===== config.mk =====
export PLATFORM = sky130hd
export DESIGN_NAME = fetch_sequencer
export DESIGN_NICKNAME = d
export VERILOG_FILES = /design/src/rtl/fetch_sequencer.sv
export SDC_FILE = /design/constraint.sdc
export NUM_CORES = 1
export LEC_CHECK = 0
export BUFFER_PORTS_ARGS = -buffer_cell sky130_fd_sc_hd__clkbuf_2
export CAP_MARGIN = 0
export CELL_PAD_IN_SITES_DETAIL_PLACEMENT = 0
export CELL_PAD_IN_SITES_GLOBAL_PLACEMENT = 1
export CORE_MARGIN = 5
export CORE_UTILIZATION = 43
export CTS_CLUSTER_DIAMETER = 80
export DETAILED_ROUTE_END_ITERATION = 8
export MAX_ROUTING_LAYER = met4
export PLACE_DENSITY_LB_ADDON = 0.1
export SLEW_MARGIN = 15
export SYNTH_ARGS = -nofsm -noshare
export SYNTH_HDL_FRONTEND = slang
export SYNTH_SLANG_ARGS = --single-unit

===== constraint.sdc =====
create_clock -name clk -period 6.1 [get_ports clk]
set_input_delay 0.305 -clock clk [delete_from_list [all_inputs] [get_ports clk]]
set_output_delay 0.305 -clock clk [all_outputs]
set_load 0.01 [all_outputs]

===== src/rtl/fetch_sequencer.sv =====
// Instruction fetch sequencer: owns the PC, reads the instruction memory and
// buffers fetched words with their PCs in a small prefetch queue for decode.
module fetch_sequencer #(
    parameter int unsigned MEM_BYTES = 20,
    parameter int unsigned DEPTH     = 2,
    parameter logic [31:0] RESET_PC  = 32'd0
) (
    input  logic        clk,
    input  logic        reset,
    input  logic        fetch_en,
    output logic [31:0] imem_addr,
    input  logic [31:0] imem_instr,
    output logic        inst_valid,
    input  logic        inst_ready,
    output logic [31:0] inst_out,
    output logic [31:0] inst_pc,
    input  logic        redirect_valid,
    input  logic [31:0] redirect_target,
    output logic        fault,
    output logic [15:0] fetch_count
);

    localparam int PTR_W = (DEPTH > 1) ? $clog2(DEPTH) : 1;
    localparam int CNT_W = $clog2(DEPTH + 1);
    localparam logic [CNT_W-1:0] FULL_COUNT = CNT_W'(DEPTH);
    localparam logic [32:0] MEM_LIMIT = 33'(MEM_BYTES);

    typedef enum logic [1:0] {
        ST_RUN,
        ST_END,
        ST_FAULT
    } state_e;

    state_e             state_q, state_d;
    logic [31:0]        pc_q, pc_d;
    logic               fault_q, fault_d;
    logic [15:0]        fetchCount_q, fetchCount_d;
    logic [PTR_W-1:0]   wrPtr_q, wrPtr_d;
    logic [PTR_W-1:0]   rdPtr_q, rdPtr_d;
    logic [CNT_W-1:0]   count_q, count_d;
    logic [31:0]        instrBuf_q [DEPTH];
    logic [31:0]        pcBuf_q [DEPTH];

    logic pushEn;
    logic popEn;
    logic flush;
    logic pcInRange;
    logic qFull;

    // Next-state logic: a redirect outranks fetching, and FAULT only drains.
    always_comb begin
        state_d      = state_q;
        pc_d         = pc_q;
        fault_d      = fault_q;
        fetchCount_d = fetchCount_q;
        wrPtr_d      = wrPtr_q;
        rdPtr_d      = rdPtr_q;
        count_d      = count_q;
        pushEn       = 1'b0;
        flush        = 1'b0;
        popEn        = (count_q != '0) && inst_ready;
        pcInRange    = ({1'b0, pc_q} + 33'd4) <= MEM_LIMIT;
        qFull        = (count_q == FULL_COUNT);

        if (state_q != ST_FAULT && redirect_valid) begin
            flush = 1'b1;
            if (redirect_target[1:0] != 2'b00) begin
                state_d = ST_FAULT;
                fault_d = 1'b1;
            end else begin
                pc_d    = redirect_target;
                state_d = ST_RUN;
            end
        end else if (state_q == ST_RUN && fetch_en) begin
            if (!pcInRange) begin
                state_d = ST_END;
            end else if (!qFull || popEn) begin
                pushEn = 1'b1;
            end
        end

        if (pushEn) begin
            pc_d         = pc_q + 32'd4;
            fetchCount_d = fetchCount_q + 16'd1;
        end

        // A same-cycle pop is honoured by the flush simply because everything goes.
        if (flush) begin
            wrPtr_d = '0;
            rdPtr_d = '0;
            count_d = '0;
        end else begin
            wrPtr_d = wrPtr_q + PTR_W'(pushEn);
            rdPtr_d = rdPtr_q + PTR_W'(popEn);
            count_d = count_q + CNT_W'(pushEn) - CNT_W'(popEn);
        end
    end

    // State, pointers and queue storage.
    always_ff @(posedge clk or posedge reset) begin
        if (reset) begin
            state_q      <= ST_RUN;
            pc_q         <= RESET_PC;
            fault_q      <= 1'b0;
            fetchCount_q <= '0;
            wrPtr_q      <= '0;
            rdPtr_q      <= '0;
            count_q      <= '0;
            for (int i = 0; i < int'(DEPTH); i++) begin
                instrBuf_q[i] <= '0;
                pcBuf_q[i]    <= '0;
            end
        end else begin
            state_q      <= state_d;
            pc_q         <= pc_d;
            fault_q      <= fault_d;
            fetchCount_q <= fetchCount_d;
            wrPtr_q      <= wrPtr_d;
            rdPtr_q      <= rdPtr_d;
            count_q      <= count_d;
            if (pushEn) begin
                instrBuf_q[wrPtr_q] <= imem_instr;
                pcBuf_q[wrPtr_q]    <= pc_q;
            end
        end
    end

    assign imem_addr   = pc_q;
    assign inst_valid  = (count_q != '0);
    assign inst_out    = inst_valid ? instrBuf_q[rdPtr_q] : 32'd0;
    assign inst_pc     = inst_valid ? pcBuf_q[rdPtr_q] : 32'd0;
    assign fault       = fault_q;
    assign fetch_count = fetchCount_q;

endmodule


==> impl_metrics.toml, run 1 <==
[yosys]
synth_flop_cell = "dfrtp_1"
syn_area_mm2 = 0.008775
ys_types = 55
seq_area_frac_synth_pct = 52.19
synth.avg_cell_area_um2 = 11.53
syn_inst = 761
yosys_warnings = 0
synth_seq_cells = 183
synth_edf_count = 0
asyncSetResetFlopFracSynth_pct = 100.0
syn-num-nets = 837

[setup_path]
max_stage_delay_ns = 0.91
crit_fanout = 64
cp-end-kind = "register"
crit_path_frequent_cell = "and3_1"
ff2ff_path_depth = 10
setup.worst_path.class = "reg2reg"
setup.worst_path.start = "imem_addr[2]$_DFFE_PP0P_"
crit_path_cell_trace = "ha_1, nand4_4, nor4_4, and3_1, a31oi_1, nor4_1, and4_1, and3_1, ha_4, mux2_2"
r2r_setup_slack_ns = 1.44
cp_slowest_cell = "ha_4"
critPathRequiredTime_ns = 6.40
cp-start-kind = "register"
crit_arrival_ns = 4.96
endpoint = "pcBuf_q[36]$_DFFE_PP0P_"
rr_endpoint = "pcBuf_q[36]$_DFFE_PP0P_"
reg2reg_from = "imem_addr[2]$_DFFE_PP0P_"

[timing]
relSlewSlack_pct = 27.56
worst_pin_slew_ns = 1.084
rsz0062_at_grt = "false"
clock.fmax_mhz = 214.6
setup_violations = 0
timing.hold.ws_ns = 0.03291
fin_setup_tns_ns = 0
timing.final.ws_setup_ns = 1.441
skew_ns = 0.02020
drv_slew = 0
hold_violations = 0
finalCritPeriodShare_pct = 76.37
min_period_ns = 4.659

[power_and_ir_drop]
p_int_mw = 1.992
total_power_mw = 2.852
switching_share_pct = 30.15
ir_drop_v = 0.0002963
p_sw_uw = 859.7
comb_power_share_pct = 15.8
clockPowerShare_pct = 35.6
seq_power_share_pct = 48.5
cellPowerDensity_mw_per_mm2 = 273.9
leakage_nw = 5.491

[route]
dr.pass1.iters = 4
avgViaCountPerCell = 5.225
num_vias = 6265
wl_per_cell_um = 18.05
wirelength_mm = 21.64
drc = 0
ant_nets = 0
drt-initial-drc-count = 295

[cts]
post_cts_resized = 0
cts_tree = "yes"
numCtsBuffers = 17
clkSlewWorstSetupHoldPaths_ns = 0.07
root_buffer = "clkbuf_16"
cts_buffer_depth = 2
cts_hold_buf = 0
post-cts-setup-buffers = 0
clock_latency_ns = 0.43
htreeDepth = 4
cts.sinks = 183

[global_route]
antenna_found_initial = 0
grt_pass1_wl_mm = 35.71
grt_max_degree = 127
first_global_vias = 6825
gr-usage-all-layers_pct = 19.38
grt_remaining_overflow = 0

[placement]
place_area_mm2 = 0.009868
dp_cells = 1168
post-place-ws_ns = 1.379
place.detailed.hpwl_mm = 14.65
portBuffers = 182
gp_congestion = 0.7675

[floorplan]
coreArea_mm2 = 0.02017
die_w_um = 152.9
start_util_pct = 43.50
die_h_um = 152.9
row_count = 52
die-area_mm2 = 0.02336
io_pins = 183

[finish]
drive_above_1_share_pct = 39.94
ff_latch_area_mm2 = 0.004583
instances_no_fill = 1199
fillCellCount = 1881
final_util_pct = 51.62
syn2layout_area_growth_pct = 18.65
n_antenna_cell = 0
multi_input_area_mm2 = 0.003943
postLayoutCellArea_mm2 = 0.01041
layout.nets = 993

[hold_path]
hp-class = "in2async"

[outcome]
status = "finished, final reports clean"

[flow_run]
cap_violations = 0
==> cell families after synthesis <==
kind of cell	count (synthesis)	share of synthesized area (%)
adder cells (fa/ha/maj)	7	0.9981
buffers and inverters	63	3.308
multiplexers	195	24.10
XOR/XNOR	30	2.994
AND/OR/NAND/NOR	247	13.52
AO/OA/AOI/OAI	36	2.895
flip-flops	183	52.19
==> worst min path at each step <==
stage,from,to,depth (start not counted)
floorplan,redirect_valid,state_q[0]$_DFFE_PP0P_,1
global placement,fault$_DFFE_PP0P_,fault$_DFFE_PP0P_,1
detailed placement,fetch_count[15]$_DFFE_PP0N_,fetch_count[15]$_DFFE_PP0N_,1
CTS,redirect_target[8],imem_addr[8]$_DFFE_PP0P_,3
global route,redirect_target[20],imem_addr[20]$_DFFE_PP0P_,3
finish,reset,instrBuf_q[6]$_DFFE_PP0P_,2
==> routing by layer <==
metal	global-route usage, %	part of all wire [%]	vias up
li1	-	-	2951
met1	25.39	46	3141
met2	31.13	48	160
met3	3.506	4.8	13
met4	5.643	1.1	0
met5	-	0	-
==> layout make-up <==
class	instances	share of cell area (%)
sequential	183	44.02
multi-input combinational	515	37.87
timing repair buffer	187	9.110
clock buffer	22	4.555
tap	270	3.245
clock inverter	9	0.6610
inverter	13	0.5408
==> power by group through the flow <==
stage / registers, mW / clock network [mW] / logic, mW
finish: 1.38 / 1.02 / 0.452
global route: 1.40 / 1.10 / 0.492
CTS: 1.39 / 1.05 / 0.464
detailed placement: 1.41 / 0 / 0.461
global placement: 1.40 / 0 / 0.451
floorplan: 1.32 / 0 / 0.373
==> placed cells by master (no fill, tap or decap), types with 3 or more instances in the layout <==
master,netlist,final
nor4_1,7,7
mux2_2,130,130
and4_1,4,4
nor2_1,78,77
dfrtp_1,183,182
nor3_1,8,7
mux2i_1,65,65
xnor2_1,24,24
a31oi_1,3,3
o21ai_0,10,10
clkbuf_2,1,182
nand3_1,16,16
clkbuf_8,0,3
and2_1,5,5
xor2_1,6,6
and3_2,3,3
and3_1,11,11
clkbuf_16,0,17
ha_1,7,5
buf_4,4,5
a21oi_1,3,3
inv_1,13,12
nand2_1,85,85
nand4_1,14,14
clkinvlp_4,0,5
and2_2,3,3
==> state kept, by name (all words and copies together), names as in the netlist, 2 cells and up <==
register	cells
state_q	2
fetch_count	16
instrBuf_q	64
pcBuf_q	64
imem_addr	32
count_q	2
==> cells in the mapped netlist (8+ instances only) <==
master      n  share of area (%)
mux2_2    130                 17
and3_1     11               0.78
o21ai_0    10               0.57
nor2_1     78                3.3
inv_1      13               0.56
mux2i_1    65                7.4
dfrtp_1   183                 52
nand3_1    16               0.91
nor3_1      8               0.46
xnor2_1    24                2.4
nand2_1    85                3.6
clkbuf_1   30                1.3
nand4_1    14                1.0
==> critical path: cells and delay by family (launching register included) <==
kind                     cells  cell delay, ns
flip-flops                   1            0.52
AND/OR/NAND/NOR              6            2.14
adder cells (fa/ha/maj)      2            1.31
multiplexers                 1            0.42
AO/OA/AOI/OAI                1            0.08
Note: power is estimated with default switching activity, not from simulation.
==> inputs of run 2 (changes only) <==
==> constraint.sdc (replaced) <==
create_clock -name clk -period 4.6 [get_ports clk]
set_input_delay 0.23 -clock clk [delete_from_list [all_inputs] [get_ports clk]]
set_output_delay 0.23 -clock clk [all_outputs]
set_load 0.01 [all_outputs]
==> run 2 against run 1 <==
Effect of this change: sequential power is 36% higher; critical path depth is 6 higher; register-to-register slack worse by 0.81 ns; worst setup slack worse by 0.81 ns; combinational power is 28% higher; routed wire length is 2.0% higher; die area stayed put.
==> impl_metrics.toml, run 2 (synthesis gave the netlist of run 1 again) <==
[finish]
fillCellCount = 1837
instances_no_fill = 1225
n_antenna_cell = 0
drive_above_1_share_pct = 39.58
syn2layout_area_growth_pct = 22.37
layout.nets = 1018
final_cell_mix = "dfrtp_1, clkbuf_2, mux2_2"

[global_route]
grt_max_degree = 66
gr-usage-all-layers_pct = 19.72
antenna_found_initial = 0
grt_remaining_overflow = 0
first_global_vias = 6883
grt_pass1_wl_mm = 36.59

[power_and_ir_drop]
total_power_mw = 3.970
cellPowerDensity_mw_per_mm2 = 369.7
ir_drop_v = 0.0003643
leakage_nw = 5.647

[route]
num_vias = 6410
avgViaCountPerCell = 5.233
ant_nets = 0
drc = 0
wl_per_cell_um = 18.01
drt-initial-drc-count = 320
wirelength_mm = 22.06
dr.pass1.iters = 5

[setup_path]
setup.worst_path.start = "imem_addr[2]$_DFFE_PP0P_"
rr_endpoint = "count_q[1]$_DFF_PP0_"
critPathRequiredTime_ns = 4.91
reg2reg_from = "imem_addr[2]$_DFFE_PP0P_"
r2r_setup_slack_ns = 0.63
ff2ff_path_depth = 16
cp-end-kind = "register"
crit_fanout = 15
crit_arrival_ns = 4.28
setup.worst_path.class = "reg2reg"
endpoint = "count_q[1]$_DFF_PP0_"
cp-start-kind = "register"

[cts]
root_buffer = "clkbuf_16"
clkSlewWorstSetupHoldPaths_ns = 0.07
cts_tree = "yes"
post-cts-setup-buffers = 0
post_cts_resized = 0
cts.sinks = 183
numCtsBuffers = 17
cts_buffer_depth = 2
clock_latency_ns = 0.43
htreeDepth = 4

[timing]
worst_pin_slew_ns = 1.073
timing.final.ws_setup_ns = 0.6287
relSlewSlack_pct = 28.29
min_period_ns = 3.971
rsz0062_at_grt = "false"
finalCritPeriodShare_pct = 86.33
fin_setup_tns_ns = 0
drv_slew = 0
hold_violations = 0
clock.fmax_mhz = 251.8
setup_violations = 0
skew_ns = 0.01067

[floorplan]
die_h_um = 152.9
io_pins = 183
coreArea_mm2 = 0.02017
start_util_pct = 43.50
row_count = 52
die-area_mm2 = 0.02336
die_w_um = 152.9

[placement]
dp_cells = 1174
post-place-ws_ns = 0.6300
portBuffers = 182
place.detailed.hpwl_mm = 15.32
gp_congestion = 0.8363

[outcome]
status = "finished, final reports clean"

[hold_path]
hp-class = "in2reg"

[flow_run]
cap_violations = 0
## run 2: cell count changes in the layout (fill, tap and decap cells not counted), sizes merged
cell and change:
dlygate4sd3 +19, buf +6, bufinv +3, clkinvlp -3, clkbuf -2, clkinv +2, inv +1
## run 2: report_power, final
group | switching (mW) | leakage (nW) | total (mW) | internal [mW]
Clock | 0.639 | 0.298 | 1.52 | 0.881
Combinational | 0.317 | 2.84 | 0.579 | 0.262
Sequential | 0.213 | 2.51 | 1.87 | 1.66
## run 2: layout make-up
type | count | area (um^2) | area share, %
Clock buffer | 20 | 446.7 | 4.160
Tap cell | 270 | 337.8 | 3.146
Inverter | 13 | 52.55 | 0.4894
Timing Repair Buffer | 212 | 1209 | 11.26
Sequential cell | 183 | 4583 | 42.68
Multi-Input combinational cell | 515 | 3943 | 36.72
Clock inverter | 12 | 166.4 | 1.550
## run 2: worst min-delay path by stage
| stage | startpoint | cells after the start | endpoint |
|---|---|---|---|
| 3_5_place_dp | reset | 2 | instrBuf_q[4]$_DFFE_PP0P_ |
| 5_1_grt | redirect_target[24] | 3 | imem_addr[24]$_DFFE_PP0P_ |
| 3_3_place_gp | reset | 2 | instrBuf_q[36]$_DFFE_PP0P_ |
| 4_1_cts | redirect_valid | 2 | state_q[0]$_DFFE_PP0P_ |
| 2_1_floorplan | redirect_valid | 1 | state_q[0]$_DFFE_PP0P_ |
| 6_report | redirect_target[10] | 3 | imem_addr[10]$_DFFE_PP0P_ |
## run 2: stage by stage
stage	util, %	hold WS (ns)	cell area (um^2)
2_1_floorplan	-	0.2964	8778
5_1_grt	53.24	0.02257	10740
4_1_cts	53.24	0.001725	10740
3_5_place_dp	49.26	0.4015	9935
3_3_place_gp	49.26	0.3813	9935
6_report	53.24	0.02311	10740
## run 2: layer usage
layer | global-route usage (%) | vias to the layer above | part of all wire, %
li1 | - | 3006 | -
met5 | - | - | 0
met4 | 4.964 | 0 | 0.81
met1 | 26.17 | 3237 | 46
met2 | 31.72 | 155 | 49
met3 | 3.562 | 12 | 4.0
## run 2: what timing repair did
item / CTS / global route
endpoints found under the hold margin: 51 / 0
setup endpoints to repair: 0 / 0
hold buffers: 19 / 0
## run 2: worst max-delay path, stage by stage, from the launching register on
cell and delay [ns]:
dfrtp_1 0.50, ha_1 0.39, nand4_4 0.16, nor4_4 0.49, and3_1 0.22, a31oi_1 0.08
nor4_1 0.26, and4_1 0.25, and3_1 0.28, buf_4 0.26, inv_1 0.09, ha_1 0.28
inv_1 0.06, ha_1 0.15, xor2_1 0.18, xnor2_1 0.15, nor2_1 0.06
